==> src/rtl/noise_burst_scheduler.sv <==
// Burst gate for the background noise generator: on/off periods,
// finite or continuous burst count, with done/abort reporting.
module noise_burst_scheduler #(
  parameter int CNT_W   = 16,
  parameter int BURST_W = 8
) (
  input  logic               clk,
  input  logic               rst,
  input  logic               start,
  input  logic               abort,
  input  logic [CNT_W-1:0]   on_cycles,
  input  logic [CNT_W-1:0]   off_cycles,
  input  logic [BURST_W-1:0] num_bursts,
  output logic               enable_out,
  output logic               busy,
  output logic               done,
  output logic               aborted,
  output logic [BURST_W-1:0] bursts_done
);

  typedef enum logic [1:0] {
    S_IDLE,
    S_ON,
    S_OFF,
    S_DONE
  } state_t;

  state_t state, state_n;

  logic [CNT_W-1:0]   cnt, cnt_n;
  logic [CNT_W-1:0]   on_rl, off_q, on_load;
  logic [BURST_W-1:0] nb_q, bd_n, bd_inc;
  logic               abort_evt, cfg_ld;

  // Counter holds remaining cycles minus one; on length 0 acts as 1.
  assign on_load = (on_cycles == '0) ? '0 : on_cycles - 1'b1;
  assign bd_inc  = bursts_done + 1'b1;

  always_comb begin
    state_n   = state;
    cnt_n     = cnt;
    bd_n      = bursts_done;
    abort_evt = 1'b0;
    cfg_ld    = 1'b0;
    unique case (state)
      S_IDLE: begin
        if (start && !abort) begin
          state_n = S_ON;
          cnt_n   = on_load;
          bd_n    = '0;
          cfg_ld  = 1'b1;
        end
      end
      S_ON: begin
        if (abort) begin
          state_n   = S_IDLE;
          abort_evt = 1'b1;
        end else if (cnt == '0) begin
          bd_n = bd_inc;
          if (nb_q != '0 && bd_inc == nb_q) begin
            state_n = S_DONE;
          end else if (off_q == '0) begin
            cnt_n = on_rl;
          end else begin
            state_n = S_OFF;
            cnt_n   = off_q - 1'b1;
          end
        end else begin
          cnt_n = cnt - 1'b1;
        end
      end
      S_OFF: begin
        if (abort) begin
          state_n   = S_IDLE;
          abort_evt = 1'b1;
        end else if (cnt == '0) begin
          state_n = S_ON;
          cnt_n   = on_rl;
        end else begin
          cnt_n = cnt - 1'b1;
        end
      end
      S_DONE: state_n = S_IDLE;
      default: state_n = S_IDLE;
    endcase
  end

  always_ff @(posedge clk or posedge rst) begin
    if (rst) begin
      state       <= S_IDLE;
      cnt         <= '0;
      on_rl       <= '0;
      off_q       <= '0;
      nb_q        <= '0;
      bursts_done <= '0;
      enable_out  <= 1'b0;
      busy        <= 1'b0;
      done        <= 1'b0;
      aborted     <= 1'b0;
    end else begin
      state       <= state_n;
      cnt         <= cnt_n;
      bursts_done <= bd_n;
      if (cfg_ld) begin
        on_rl <= on_load;
        off_q <= off_cycles;
        nb_q  <= num_bursts;
      end
      enable_out <= (state_n == S_ON);
      busy       <= (state_n == S_ON) || (state_n == S_OFF);
      done       <= (state_n == S_DONE);
      aborted    <= abort_evt;
    end
  end

endmodule

==> config.mk <==
export PLATFORM = sky130hd
export DESIGN_NAME = noise_burst_scheduler
export DESIGN_NICKNAME = d
export VERILOG_FILES = /design/src/rtl/noise_burst_scheduler.sv
export SDC_FILE = /design/constraint.sdc
export NUM_CORES = 1
export LEC_CHECK = 0
export ABC_AREA = 1
export CAP_MARGIN = 20
export CORE_MARGIN = 5
export CORE_UTILIZATION = 25
export CTS_CLUSTER_DIAMETER = 100
export DETAILED_ROUTE_END_ITERATION = 12
export SYNTH_ARGS = -nofsm -noshare
export SYNTH_HDL_FRONTEND = slang
export SYNTH_SLANG_ARGS = --single-unit
==> constraint.sdc <==
create_clock -name clk -period 2 [get_ports clk]
set_input_delay 0.3 -clock clk [delete_from_list [all_inputs] [get_ports clk]]
set_output_delay 0.3 -clock clk [all_outputs]
set_load 0.02 [all_outputs]
# Word-level counts from Yosys, hierarchy flattened
# Cells that the tools add are included.
[classes]
n_eq_ne = 12
mux = 25
n_addsub = 4
n_reduce_logical = 14
[op_table]
columns = ["operator", "n"]
rows = [
  ["2-to-1 mux 16 bit", 8],
  ["logical NOT 16 bit", 3],
  ["one-hot mux 16 bit (3 select lines)", 1],
  ["subtractor 16 x 1 -> 16 bit (second input constant)", 3],
  ["2-to-1 mux 8 bit", 3],
  ["one-hot mux 8 bit (2 select lines)", 1],
  ["2-to-1 mux 2 bit", 7],
  ["adder 8 x 1 -> 8 bit (second input constant)", 1],
  ["equality test 2 bit (second input constant)", 4],
  ["equality test 8 bit", 1],
  ["!= test 2 bit (second input constant)", 4],
  ["one-hot mux 2 bit (4 select lines)", 1],
  ["nonzero test 8 bit", 1],
  ["AND reduction 5 bit", 1],
  ["equality test 2 x 1 -> 1 bit (second input constant)", 2],
  ["2-to-1 mux 1 bit", 4],
  ["AND reduction 4 bit", 1],
  ["!= test 3 bit (second input constant)", 1],
  ["nonzero test 3 bit", 1],
  ["logical AND 1 bit", 2],
  ["logical NOT 2 bit", 1],
  ["nonzero test 2 bit", 1],
  ["OR reduction 2 bit", 1],
  ["logical NOT 1 bit", 1],
  ["logical OR 1 bit", 1],
]
[word_totals]
inputBits = 44
reg_bits = 70

# Logic depth before layout (Yosys ltp)
[depth]
word_depth = 9
ltp_mapped = 17
depth_no_buf = 17

# Worst setup path before layout
# OpenSTA, ideal clock, no wires.
[synth_timing]
path_type = "reg-to-reg"
start = "register bursts_done[0]"
end = "register busy"
path_slack_ps = -176
arrival_time_ps = 2064
path_buffers = 0
path_stages_with_launch = 15
synth_period_minus_slack_ps = 2176
path_cell_list = "dfrtp_1 ha_1 nand3_2 o21bai_2 nand2_1 nand2_1 nand2_1 nor2_2 nand3_1 o21ai_1 nand2_1 o21ai_1 inv_1 ha_1 inv_1"
[synth_between]
elab_chain_cells = 9
elab_cells_between_ends = 10
classes_between = "add/sub (1); eq/ne (3); mux (4); reduce/logical (2)"
[synth_lines]
columns = ["item", "line_no", "rtl"]
rows = [
  ["start, declared", "18", "output logic [BURST_W-1:0] bursts_done"],
  ["start signal, assigned", "103", "bursts_done <= bd_n;"],
  ["adder 8 x 1 -> 8 bit (*)", "37", "assign bd_inc = bursts_done + 1'b1;"],
  ["equality test 8 bit (*)", "60", "if (nb_q != '0 && bd_inc == nb_q) begin"],
  ["logical AND 1 bit (*)", "60", ""],
  ["2-to-1 mux 2 bit (*)", "60", ""],
  ["2-to-1 mux 2 bit (*)", "58", "end else if (cnt == '0) begin"],
  ["2-to-1 mux 2 bit (*)", "55", "if (abort) begin"],
  ["one-hot mux 2 bit (4 select lines) (*)", "45", "unique case (state)"],
  ["via state_n[1]", "28", "state_t state, state_n;"],
  ["equality test 2 x 1 -> 1 bit or equality test 2 bit (tied branches)", "110", "busy <= (state_n == S_ON) || (state_n == S_OFF);"],
  ["logical OR 1 bit (*)", "110", ""],
  ["end signal, assigned", "110", ""],
  ["end, declared", "15", "output logic busy,"],
]
# Mark *: on every way through the listed nets, which the timed path passes. The rest lies on a longest branch.
# A chain may end at the register's enable or synchronous reset.

# Worst setup path in the final report
[layout_timing]
start = "register cnt[0]"
end = "register cnt[6]"
[layout_between]
elab_chain_cells = 4
elab_cells_between_ends = 9
classes_between = "add/sub (1); eq/ne (1); mux (5); reduce/logical (2)"
[layout_lines]
columns = ["item", "line_no", "rtl"]
rows = [
  ["start, declared", "30", "logic [CNT_W-1:0] cnt, cnt_n;"],
  ["start signal, assigned", "102", "cnt <= cnt_n;"],
  ["subtractor 16 x 1 -> 16 bit or logical NOT 16 bit (tied branches)", "--", ""],
  ["2-to-1 mux 16 bit (on tied branches)", "76, 58", ""],
  ["2-to-1 mux 16 bit (on tied branches)", "73, 55", ""],
  ["one-hot mux 16 bit (3 select lines)", "45", ""],
]
# Parallel ways exist; a longest one is shown, timed or not. The select of a mux whose other input is x is not followed.

==> flow_metrics.py <==
metrics = {
    "run_status": {
        "status": "finished with violations",
        "failed_checks": "setup timing",
    },
    "clocking": {
        "clock_latency_ns": 0.35,
        "cts_buffers": 9,
        "cts_h_tree_lvls": 3,
        "clock_tree.root_cell": "clkbuf_16",
        "max-clock-path-buffers": 2,
        "cts_hold_repair.buffers": 0,
        "worst_setup_hold_path_clk_slew_ns": 0.06,
        "clkSinkCount": 70,
        "tritoncts": "built",
    },
    "logic_synthesis": {
        "fraction_of_the_yosys_area_taken_by_sequential_cells": 0.347,
        "synth_seq_cells": 70,
        "synthDominantAreaCellType": "dfrtp_1",
        "yosys_warns": 0,
        "netlist.area_leader.share": 0.347,
        "syn_avg_cell_area_um2": 6.60,
        "synthesis.nets": 818,
        "syn-cell-area_mm2": 0.00504,
        "syn_inst": 764,
        "synth_area_leaders": "dfrtp_1, nand2_1, inv_1, nor2_1, o21ai_0",
        "most_instantiated_flip_flop_cell_in_the_synthesis_netlist": "dfrtp_1",
        "synthDistinctLibCells": 45,
        "synth-edff-count": 0,
        "async_reset_ff_frac": 1.00,
    },
    "timing": {
        "worst_slew_margin_rel": 0.784,
        "report.final.hold_viol_count": 0,
        "achievable-frequency_ghz": 0.482,
        "final_max_slew_viol_count": 0,
        "fin_crit_ns": 2.07,
        "finClkSkew_ns": 0.0110,
        "tightest_slew_ns": 0.320,
        "setup_violators_final": 12,
        "final_ws_setup_ns": -0.0733,
        "min_period_over_period": 1.04,
        "grt_setup_unrepaired": "true",
    },
    "floorplan": {
        "die_footprint_mm2": 0.0231,
        "fp.coreArea_mm2": 0.0200,
        "die_w_um": 152,
        "initial_utilization": 0.252,
        "floorplan.die.height_um": 152,
        "row_count": 52,
        "top_level_ports": 56,
    },
    "route": {
        "detail-route-antenna-nets": 0,
        "via_count": 5403,
        "routed_via_density": 4.52,
        "wire_per_inst_um": 13.5,
        "detail_route.drc_violations": 0,
        "first_pass_iters": 5,
        "drt-initial-drc-count": 362,
        "finalWirelength_um": 16100,
    },
    "finish": {
        "syn_to_final_growth_pct": 47.8,
        "most_frequent_standard_cell_in_the_layout_excluding_fill_and_tap_cells": "nand2_1",
        "final_core_util": 0.372,
        "layout-drive-gt1-share": 0.261,
        "stdcell_area_mm2": 0.00745,
        "layout_common_cells": "nand2_1, buf_4, inv_1",
        "finalNetCount": 975,
        "antenna-diode-count": 0,
        "fillerInstances": 2120,
    },
    "place": {
        "placed_instance_area_mm2": 0.00656,
        "place.port_buffers": 55,
        "dpl.hpwl_um": 11900,
        "place_congestion": 0.854,
    },
    "worst_setup_path": {
        "setup.worst_path.end_class": "register",
        "data_required_time_of_the_worst_path_ns": 2.24,
        "cp.arrival_ns": 2.31,
        "worstSetupStartpointType": "register",
        "setup.worst_path.class": "register to register",
        "r2r.worst_path.cells": 14,
        "timing.critical_path.fanout_max": 6,
    },
    "power": {
        "worst_ir_drop_vdd_v": 0.000405,
        "p_per_area_mw_per_mm2": 1160,
        "sequentialPowerShare": 0.280,
        "p_leak_nw": 3.55,
        "intPower_mw": 4.82,
        "switch_pwr_mw": 3.86,
        "share_comb_of_total_power": 0.537,
        "netSwitchingFraction": 0.445,
        "power_frac_clock": 0.184,
        "totalPowerFinal_mw": 8.67,
    },
    "worst_hold_path": {
        "min-delay-path-class": "primary input to asynchronous set/reset pin",
    },
    "global_route": {
        "groute.usage.overall": 0.134,
        "first_global_vias": 5216,
        "number_of_antenna_violations_at_the_first_check_in_global_routing": 0,
        "grt_remaining_overflow": 0,
        "first_pass_grt_wire_length_um": 25200,
        "grt_max_degree": 31,
    },
    "flow_run": {
        "cap_violations": 0,
    },
}
## path summary, 6_finish.rpt
path / slack (ns) / from / to
setup / recovery: -0.07 / cnt[0] / cnt[6]
hold / removal: 0.25 / rst / bursts_done[4]
setup reg to reg: -0.07 / cnt[0] / cnt[6]
hold reg to reg: 0.52 / on_rl[8] / on_rl[8]
max in group asynchronous: 1.27 / rst / bursts_done[1]
min in group clk: 0.50 / off_cycles[6] / off_q[6]
## cell type report
cell class | instances | area (µm²) | area share
Timing Repair inverter | 3 | 27.5 | 0.00369
Timing Repair Buffer | 166 | 1510 | 0.202
Sequential cell | 70 | 1760 | 0.235
Clock buffer | 16 | 292 | 0.0391
Tap cell | 270 | 338 | 0.0453
Multi-Input combinational cell | 577 | 3160 | 0.424
Inverter | 94 | 378 | 0.0507
## metal layers
| metal | share of wire | vias up | track usage |
|---|---|---|---|
| li1 | - | 2717 | - |
| met1 | 0.44 | 2533 | 0.169 |
| met2 | 0.49 | 129 | 0.225 |
| met3 | 0.047 | 24 | 0.0319 |
| met4 | 0.020 | 0 | 0.0454 |
| met5 | 0 | - | 0 |
## critical path: stages (launching register included)
cell and delay [ns]:
dfrtp_1 0.39, inv_2 0.08, ha_4 0.16, nand3_4 0.11
nor3_4 0.29, nand2_2 0.12, nor2_4 0.14, buf_6 0.15
o21ai_2 0.05, o21ai_1 0.13, nand2_1 0.09, nand2_1 0.08
nand2_1 0.05, nand2_1 0.07, o21ai_2 0.05
## stage by stage
step / TNS (ns) / instances / worst slack (ns) / hold WS, ns
after floorplan: -0.0998 / 764 / -0.0998 / 0.400
after global placement: -3.09 / 1159 / -0.171 / 0.483
after detailed placement: -4.16 / 1159 / -0.214 / 0.488
after CTS: -0.108 / 1177 / -0.108 / 0.255
after global routing: -2.50 / 1196 / -0.241 / 0.268
final: -0.429 / 1196 / -0.0733 / 0.255
## flip-flops by register name (all words and copies together) (netlist names)
register / count
aborted: 1
bursts_done: 8
busy: 1
cnt: 16
done: 1
enable_out: 1
nb_q: 8
off_q: 16
on_rl: 16
state: 2
## power by group through the flow
stage,registers (mW),logic [mW],clock network [mW]
3_3_place_gp,2.39,3.88,0
5_1_grt,2.50,5.19,1.68
3_5_place_dp,2.39,3.93,0
2_1_floorplan,2.36,2.56,0
6_report,2.42,4.66,1.59
4_1_cts,2.39,4.02,1.61
## synthesized netlist by cell type, types with 3 or more instances
| cell type | count |
|---|---|
| nand2_2 | 6 |
| inv_2 | 6 |
| xnor2_1 | 5 |
| xor2_1 | 22 |
| dfrtp_1 | 70 |
| nor2_2 | 5 |
| o21ai_2 | 9 |
| ha_1 | 10 |
| a21oi_1 | 16 |
| inv_1 | 83 |
| nand2_1 | 266 |
| nor3_1 | 6 |
| o21ai_1 | 9 |
| nand4_1 | 8 |
| clkbuf_1 | 14 |
| buf_6 | 3 |
| o21ai_0 | 58 |
| clkinv_1 | 4 |
| o211ai_1 | 4 |
| nor2_1 | 81 |
| nand3_1 | 47 |
| buf_2 | 3 |
## repair_timing
| action | 4_1_cts | 5_1_grt |
|---|---|---|
| buffers inserted | 2 | 13 |
| gates cloned | 0 | 6 |
| resized for setup | 12 | 109 |
| pin swaps | 5 | 33 |
| endpoints found under the setup margin | 27 | 28 |
## logic make-up after synthesis
logic type / Yosys count / synth area share
xor gates and xnor gates: 28 / 0.0501
adders and majority gates: 10 / 0.0248
AOI/OAI and AO/OA: 103 / 0.116
buffers and inverters: 117 / 0.0942
DFF: 70 / 0.347
and+or+nand+nor: 436 / 0.368
(Power assumes the default switching activity.)
